==> config.mk <==
export PLATFORM = sky130hd
export DESIGN_NAME = adbg_cpu_dbg_responder
export DESIGN_NICKNAME = d
export VERILOG_FILES = /design/src/rtl/adbg_cpu_dbg_responder.sv
export SDC_FILE = /design/constraint.sdc
export NUM_CORES = 1
export LEC_CHECK = 0
export BUFFER_PORTS_ARGS = -buffer_cell sky130_fd_sc_hd__buf_2
export CAP_MARGIN = 20
export CORE_MARGIN = 1.5
export CORE_UTILIZATION = 45
export DETAILED_ROUTE_END_ITERATION = 12
export GPL_TIMING_DRIVEN = 1
export MAX_ROUTING_LAYER = met4
export PLACE_DENSITY = 0.86
export SYNTH_ARGS = -nofsm -noshare
export SYNTH_HDL_FRONTEND = slang
export SYNTH_SLANG_ARGS = --single-unit
==> constraint.sdc <==
create_clock -name cpu_clk_i -period 3.8 [get_ports cpu_clk_i]
set_input_delay 0.95 -clock cpu_clk_i [delete_from_list [all_inputs] [get_ports cpu_clk_i]]
set_output_delay 0.95 -clock cpu_clk_i [all_outputs]
set_load 0.01 [all_outputs]
==> src/rtl/adbg_cpu_dbg_responder.sv <==
// adbg_cpu_dbg_responder: core-side debug responder (CTRL/REASON, halt, GPR/NPC forwarding); ADBG_CPU_RSP_HWBP_EN adds a PC breakpoint
module adbg_cpu_dbg_responder #(
    parameter int CPU_ADDR_WIDTH = 16,
    parameter int DATA_WIDTH     = 32,
    parameter int WAIT_STATES    = 1
) (
    input  logic                      cpu_clk_i,
    input  logic                      rst_i,
    input  logic [CPU_ADDR_WIDTH-1:0] dbg_addr_i,
    input  logic [DATA_WIDTH-1:0]     dbg_data_i,
    output logic [DATA_WIDTH-1:0]     dbg_data_o,
    input  logic                      dbg_stb_i,
    input  logic                      dbg_we_i,
    output logic                      dbg_ack_o,
    input  logic                      dbg_stall_i,
    output logic                      dbg_bp_o,
    output logic                      core_halt_o,
    input  logic                      core_trap_i,
    input  logic                      core_retire_i,
    input  logic [DATA_WIDTH-1:0]     core_npc_i,
    output logic [DATA_WIDTH-1:0]     core_npc_o,
    output logic                      core_npc_we_o,
    output logic [4:0]                core_gpr_addr_o,
    output logic                      core_gpr_re_o,
    input  logic [DATA_WIDTH-1:0]     core_gpr_rdata_i,
    output logic                      core_gpr_we_o,
`ifdef ADBG_CPU_RSP_HWBP_EN
    input  logic [DATA_WIDTH-1:0]     core_pc_i,
    input  logic                      core_fetch_i,
`endif
    output logic [DATA_WIDTH-1:0]     core_gpr_wdata_o
);
`ifdef ADBG_CPU_RSP_HWBP_EN
    localparam int RW = 3;
`else
    localparam int RW = 2;
`endif
    typedef enum logic [1:0] {IDLE, WAIT, ACK, DONE} state_t;
    state_t state;
    logic [CPU_ADDR_WIDTH-1:0] a_q;
    logic we_q, h_q, go, in_gpr, in_npc, wr, step, trap;
    logic [3:0] cnt;
    logic [RW-1:0] ctrl, reason, set, w1c, reason_d;
    logic [DATA_WIDTH-1:0] rd, bp_rd;
`ifdef ADBG_CPU_RSP_HWBP_EN
    logic [DATA_WIDTH-1:0] d_q, bpaddr;
    assign bp_rd = a_q == CPU_ADDR_WIDTH'(3) ? bpaddr : '0;
    assign set = {core_fetch_i & ctrl[2] & (core_pc_i == bpaddr), step, trap};
    always_ff @(posedge cpu_clk_i)
        if (rst_i) bpaddr <= '0;
        else if (wr && a_q == CPU_ADDR_WIDTH'(3)) bpaddr <= d_q;
`else
    logic [RW-1:0] d_q;
    assign bp_rd = '0;
    assign set = {step, trap};
`endif
    assign go = state == IDLE && dbg_stb_i && !rst_i;
    assign in_gpr = dbg_addr_i[CPU_ADDR_WIDTH-1:5] == (CPU_ADDR_WIDTH-5)'(32);
    assign in_npc = dbg_addr_i == CPU_ADDR_WIDTH'(2);
    assign core_halt_o = dbg_stall_i | (|reason);
    // Core strobes fire in the cycle stb is first seen so GPR data is back by the capture edge
    assign core_gpr_re_o = go && core_halt_o && in_gpr && !dbg_we_i;
    assign core_gpr_we_o = go && core_halt_o && in_gpr && dbg_we_i;
    assign core_npc_we_o = go && core_halt_o && in_npc && dbg_we_i;
    assign core_gpr_addr_o = (core_gpr_re_o || core_gpr_we_o) ? dbg_addr_i[4:0] : '0;
    assign core_gpr_wdata_o = core_gpr_we_o ? dbg_data_i : '0;
    assign core_npc_o = core_npc_we_o ? dbg_data_i : '0;
    assign trap = core_trap_i & ctrl[1];
    assign step = core_retire_i & ctrl[0] & !core_halt_o;
    assign wr = state == ACK && we_q;
    assign w1c = (wr && a_q == CPU_ADDR_WIDTH'(1)) ? d_q[RW-1:0] : '0;
    assign reason_d = set | (reason & ~w1c);
    always_comb
        rd = a_q == '0 ? DATA_WIDTH'(ctrl) :
             a_q == CPU_ADDR_WIDTH'(1) ? DATA_WIDTH'(reason) :
             !h_q ? bp_rd :
             a_q == CPU_ADDR_WIDTH'(2) ? core_npc_i :
             a_q[CPU_ADDR_WIDTH-1:5] == (CPU_ADDR_WIDTH-5)'(32) ? core_gpr_rdata_i : bp_rd;
    always_ff @(posedge cpu_clk_i) begin
        if (rst_i) begin
            state <= IDLE;
            a_q <= '0;
            we_q <= 1'b0;
            h_q <= 1'b0;
            cnt <= '0;
            d_q <= '0;
            ctrl <= '0;
            reason <= '0;
            dbg_bp_o <= 1'b0;
            dbg_ack_o <= 1'b0;
            dbg_data_o <= '0;
        end else begin
            reason <= reason_d;
            dbg_bp_o <= |reason_d;
            if (wr && a_q == '0) ctrl <= d_q[RW-1:0];
            case (state)
                IDLE: if (dbg_stb_i) begin
                    a_q <= dbg_addr_i;
                    we_q <= dbg_we_i;
                    d_q <= $bits(d_q)'(dbg_data_i);
                    h_q <= core_halt_o;
                    cnt <= 4'(WAIT_STATES - 1);
                    state <= WAIT;
                end
                WAIT: if (cnt == '0) begin
                    dbg_ack_o <= 1'b1;
                    dbg_data_o <= we_q ? '0 : rd;
                    state <= ACK;
                end else cnt <= cnt - 4'd1;
                ACK: begin
                    dbg_ack_o <= 1'b0;
                    dbg_data_o <= '0;
                    state <= DONE;
                end
                DONE: if (!dbg_stb_i) state <= IDLE;
            endcase
        end
    end
endmodule

==> After elaboration in Yosys (flattened, before gate mapping) <==
Cells that the tools add are included.
{ "op_classes": {"addsub": 1, "mul": 0, "div": 0, "n_lt_le_gt_ge": 0, "n_eq_ne": 12, "shift": 0, "n_mux": 21, "n_bitwise": 7, "reduce_logical": 26} }
{ "op_table": {"columns": ["op", "count"], "rows": [
  ["$mux 32", 9],
  ["$pmux 32 s2", 1],
  ["$eq 16x2->1 const B", 2],
  ["$eq 11x6->1 const B", 2],
  ["$eq 16x1->1 const B", 1],
  ["$logic_not 16->1", 1],
  ["$logic_and 1x1->1", 11],
  ["$mux 2", 4],
  ["$mux 4", 2],
  ["$ne 2x2->1 const B", 4],
  ["$pmux 2 s4", 1],
  ["$pmux 4 s2", 1],
  ["$reduce_and 3->1", 2],
  ["$mux 5", 1],
  ["$eq 2x2->1 const B", 2],
  ["$logic_not 4->1", 1],
  ["$reduce_and 2->1", 2],
  ["$reduce_bool 2->1", 2],
  ["$reduce_or 2->1", 2],
  ["$sub 4x1->4 const B", 1],
  ["$and 1x1->1", 3],
  ["$logic_not 1->1", 3],
  ["$and 2x2->2", 1],
  ["$eq 2x1->1 const B", 1],
  ["other kinds (7)", 7]
]} }
{ "word_totals": {"ff_bits": 64, "latchBits": 0, "mem_bits_rw": 0, "rom_bits": 0, "inputBits": 119, "out_inout_bits": 107, "wordCells": 78, "memories": 0} }

==> Longest topological paths before layout <==
{ "depth": {"depth_word": 9, "mapped_depth": 8, "depth_no_buf": 6} }

==> Worst setup path before layout <==
No wires, ideal clock.
{ "synth_timing": {"path_kind": "input to output", "from": "input port rst_i", "to": "output port core_npc_o[22]", "arrival_ps": 2285, "required_ps": 2850, "setup_slack_ps": 565, "stages": 5, "path_buffers": 2, "path_cell_list": "buf_6 -> or4_4 -> nor4_4 -> buf_6 -> and2_1"} }
{ "synth_between": {"elab_chain_len": 6} }
{ "synth_rtl": {"columns": ["item", "line_no", "rtl"], "rows": [
  ["from (decl)", "8", "input logic rst_i,"],
  ["$logic_not 1->1", "57", "assign go = state == IDLE && dbg_stb_i && !rst_i;"],
  ["$logic_and 1x1->1", "57", null],
  ["$logic_and 1x1->1 (3 in series)", "64", "assign core_npc_we_o = go && core_halt_o && in_npc && dbg_we_i;"],
  ["net core_npc_we_o", "22", "output logic core_npc_we_o,"],
  ["$mux 32", "67", "assign core_npc_o = core_npc_we_o ? dbg_data_i : '0;"],
  ["to (decl)", "21", "output logic [DATA_WIDTH-1:0] core_npc_o,"]
]} }
The timed path passes the listed nets, and every way through them passes these cells.

==> Worst setup path after layout <==
{ "layout_timing": {"from": "input port dbg_addr_i[6]", "to": "output port core_npc_o[31]"} }
{ "layout_between": {"elab_chain_len": 4} }
{ "layout_rtl": {"columns": ["item", "line_no", "rtl"], "rows": [
  ["from (decl)", "9", "input logic [CPU_ADDR_WIDTH-1:0] dbg_addr_i,"],
  ["$eq 16x2->1", "59", "assign in_npc = dbg_addr_i == CPU_ADDR_WIDTH'(2);"],
  ["$logic_and 1x1->1 (2 in series)", "64", null],
  ["$mux 32", "67", null]
]} }
Every way passes these cells.

==> results.yml <==
route:
  drc: 0
  first_iter_violations: 170
  post_drt_wl_per_cell_um: 14.1
  route.vias.total: 3772
  drtPass1Iterations: 5
  final_antenna_net_count: 0
  routed_wl_um: 10400
  via_per_inst: 5.10
finish:
  multiInputGateArea_mm2: 0.00186
  layout-drive-gt1-share: 0.400
  utilization: 0.657
  regArea_mm2: 0.00128
  fin_cells: 739
  fillers: 630
  layout.nets: 759
  area_growth_pct: 42.5
  antenna_cells: 0
worst_hold_path:
  hold_class: "reg2reg"
  hold_path_depth: 2
run:
  max_cap_viol_count: 0
synth:
  yosysTopAreaCell: "dfxtp_1"
  synth_edf_count: 0
  async_flop_share: 0
  seq_area_frac_synth: 0.385
  yosysWarnings: 0
  synth-main-ff-cell: "dfxtp_1"
  synthTopCellsByArea: "dfxtp_1 38%, and2_1 14%, nand2_1 8.6%"
  synth_top_cell_area_share: 0.385
  ys_types: 41
  netlist_area_mm2: 0.00333
  syn-num-nets: 545
  ys_ff_latch: 64
  syn_area_per_cell_um2: 7.91
  synthCells: 421
global_route:
  antenna_found_initial: 0
  grt_pass1_wl_um: 15300
  grt_max_degree: 35
  overflow: 0
  grtUsageTotal: 0.259
  grt_pass1_vias: 3221
clock_network:
  clock_path_buffers: 2
  htree_num_levels: 3
  ctsResizeCount: 0
  worstSkewPairLatency_ns: 0.34
  cts_buffers: 9
  clock-root-buffer: "clkbuf_8"
  cts_tree: "done"
  cts_sinks: 64
  clkTransAtPathRegs_ns: 0.07
  post_cts.repair.setup_buffers: 0
  hold_buffers: 0
worst_setup_path:
  crit_chain: "buf_2 -> nor4_1 -> nand3_1 -> nor4_4 -> buf_4 -> and2_1 -> buf_2"
  cp_num_cells: 7
  critical_path.top_delay_family: "simple AND/OR/NAND/NOR gates"
  start_kind: "input port"
  cp_max_fo: 33
  worstSetupEndpointType: "output pin"
  cp_slowest_stage_delay_ns: 0.31
  worstSetupPathType: "in2out"
  required_ns: 2.85
  arrival_ns: 2.53
  critPathBufInv: 3
  ff2ff_path_depth: 4
  cp_slowest_cell: "nor4_4"
  crit_top_cell: "buf_2"
timing:
  max_freq_mhz: 287
  finalHoldViolCount: 0
  tightest_slew_ns: 1.10
  whs_ns: 0.447
  setup_violations: 0
  rsz0062_at_grt: "false"
  slew_violations: 0
  finClkSkew_ns: 0.0105
  max_slew_margin: 0.264
  fin_crit_sh: 0.917
  fin_tns_setup_ns: 0
  fin_crit_ns: 3.48
power:
  total_power_mw: 2.20
  ir_worst_vdd_mv: 0.341
  leakagePower_nw: 2.34
  power.density_mw_per_mm2: 463
floorplanning:
  start_util: 0.461
  rows: 31
  io_pins: 226
  die_y_um: 89
  coreArea_mm2: 0.00721
  dieArea_mm2: 0.00792
  die_width_um: 89
placement:
  hpwl_um: 8160
  dpl.cell_count: 723
  port-buffer-count: 225
  place.gp.congestion: 0.872
run_status:
  outcome: "completed"
## placed cells by master (no fill, tap or decap), drive strengths merged, types with 2 or more instances in the layout
cell	netlist	final
a211oi	4	4
a21boi	2	2
a21oi	24	24
a22oi	32	32
and2	72	72
and4	3	3
buf	15	232
bufinv	0	3
clkbuf	14	9
clkinv	0	3
dfxtp	64	64
ha	5	5
inv	12	12
mux2i	4	4
nand2	76	76
nand3	4	4
nand4	2	2
nor2	14	14
nor2b	3	3
nor3	7	7
nor4	9	9
o21ai	31	31
o22ai	2	2
o31ai	5	5
or4	2	2
xnor2	2	2
## worst paths after layout
path / end / from / slack, ns
setup / recovery: core_npc_o[31] / dbg_addr_i[6] / 0.32
hold / removal: dbg_data_o[16] / dbg_data_o[16] / 0.45
setup reg to reg: dbg_data_o[0] / a_q[8] / 1.39
hold reg to reg: dbg_data_o[16] / dbg_data_o[16] / 0.45
## power by group
group          leakage, nW  switching, mW  internal, mW
Combinational         1.70          0.412         0.271
Clock                0.119          0.266         0.436
Sequential           0.519         0.0651         0.746
Total                 2.34          0.743          1.45
## synthesized netlist by cell type (3+ instances only)
master,n
o31ai_1,5
nor4_1,7
nor2_1,14
nor3_1,7
nand3_1,4
mux2i_1,4
buf_6,4
buf_2,11
and2_1,72
dfxtp_1,64
nand2_1,76
clkbuf_1,14
a22oi_1,32
inv_1,12
nor2b_1,3
a21oi_1,24
and4_1,3
o21ai_1,30
a211oi_1,4
ha_1,5
## tightest hold or removal path, delay by kind of cell, from the launching register on
kind / cells / cell delay, ns
flip-flops: 1 / 0.31
AND/OR/NAND/NOR: 1 / 0.05
AO/OA/AOI/OAI: 1 / 0.05
## cell families after synthesis
group / after synthesis / synth area share
AND/OR/NAND/NOR: 200 / 0.321
AO/OA/AOI/OAI: 105 / 0.198
flip-flops: 64 / 0.385
buffers and inverters: 41 / 0.0594
adder cells (fa/ha/maj): 5 / 0.0188
multiplexers: 4 / 0.0120
XOR/XNOR: 2 / 0.00526
## final cells by class
cell class,count,share of cell area
Sequential cell,64,0.270
Tap cell,99,0.0261
Clock inverter,7,0.0253
Inverter,12,0.00950
Multi-Input combinational cell,316,0.393
Timing Repair Buffer,232,0.250
Clock buffer,9,0.0261
## flip-flops by register name, indices dropped and copies added, names as in the netlist, 2 cells and up
register / flops
state: 2
reason: 2
ctrl: 2
cnt: 4
d_q: 2
a_q: 16
dbg_data_o: 32
## layer usage
metal	wire, um	track usage
met1	4250	0.301
met2	5280	0.435
met3	696	0.0776
met4	193	0.0727
met5	0	-
## stage by stage
step / worst slack [ns] / instance area, um2
4_1_cts: 0.345 / 4740
5_1_grt: 0.197 / 4740
6_report: 0.316 / 4740
2_1_floorplan: 0.565 / 3330
3_3_place_gp: 0.427 / 4480
3_5_place_dp: 0.352 / 4500
Power figures use the tool's default switching activity.
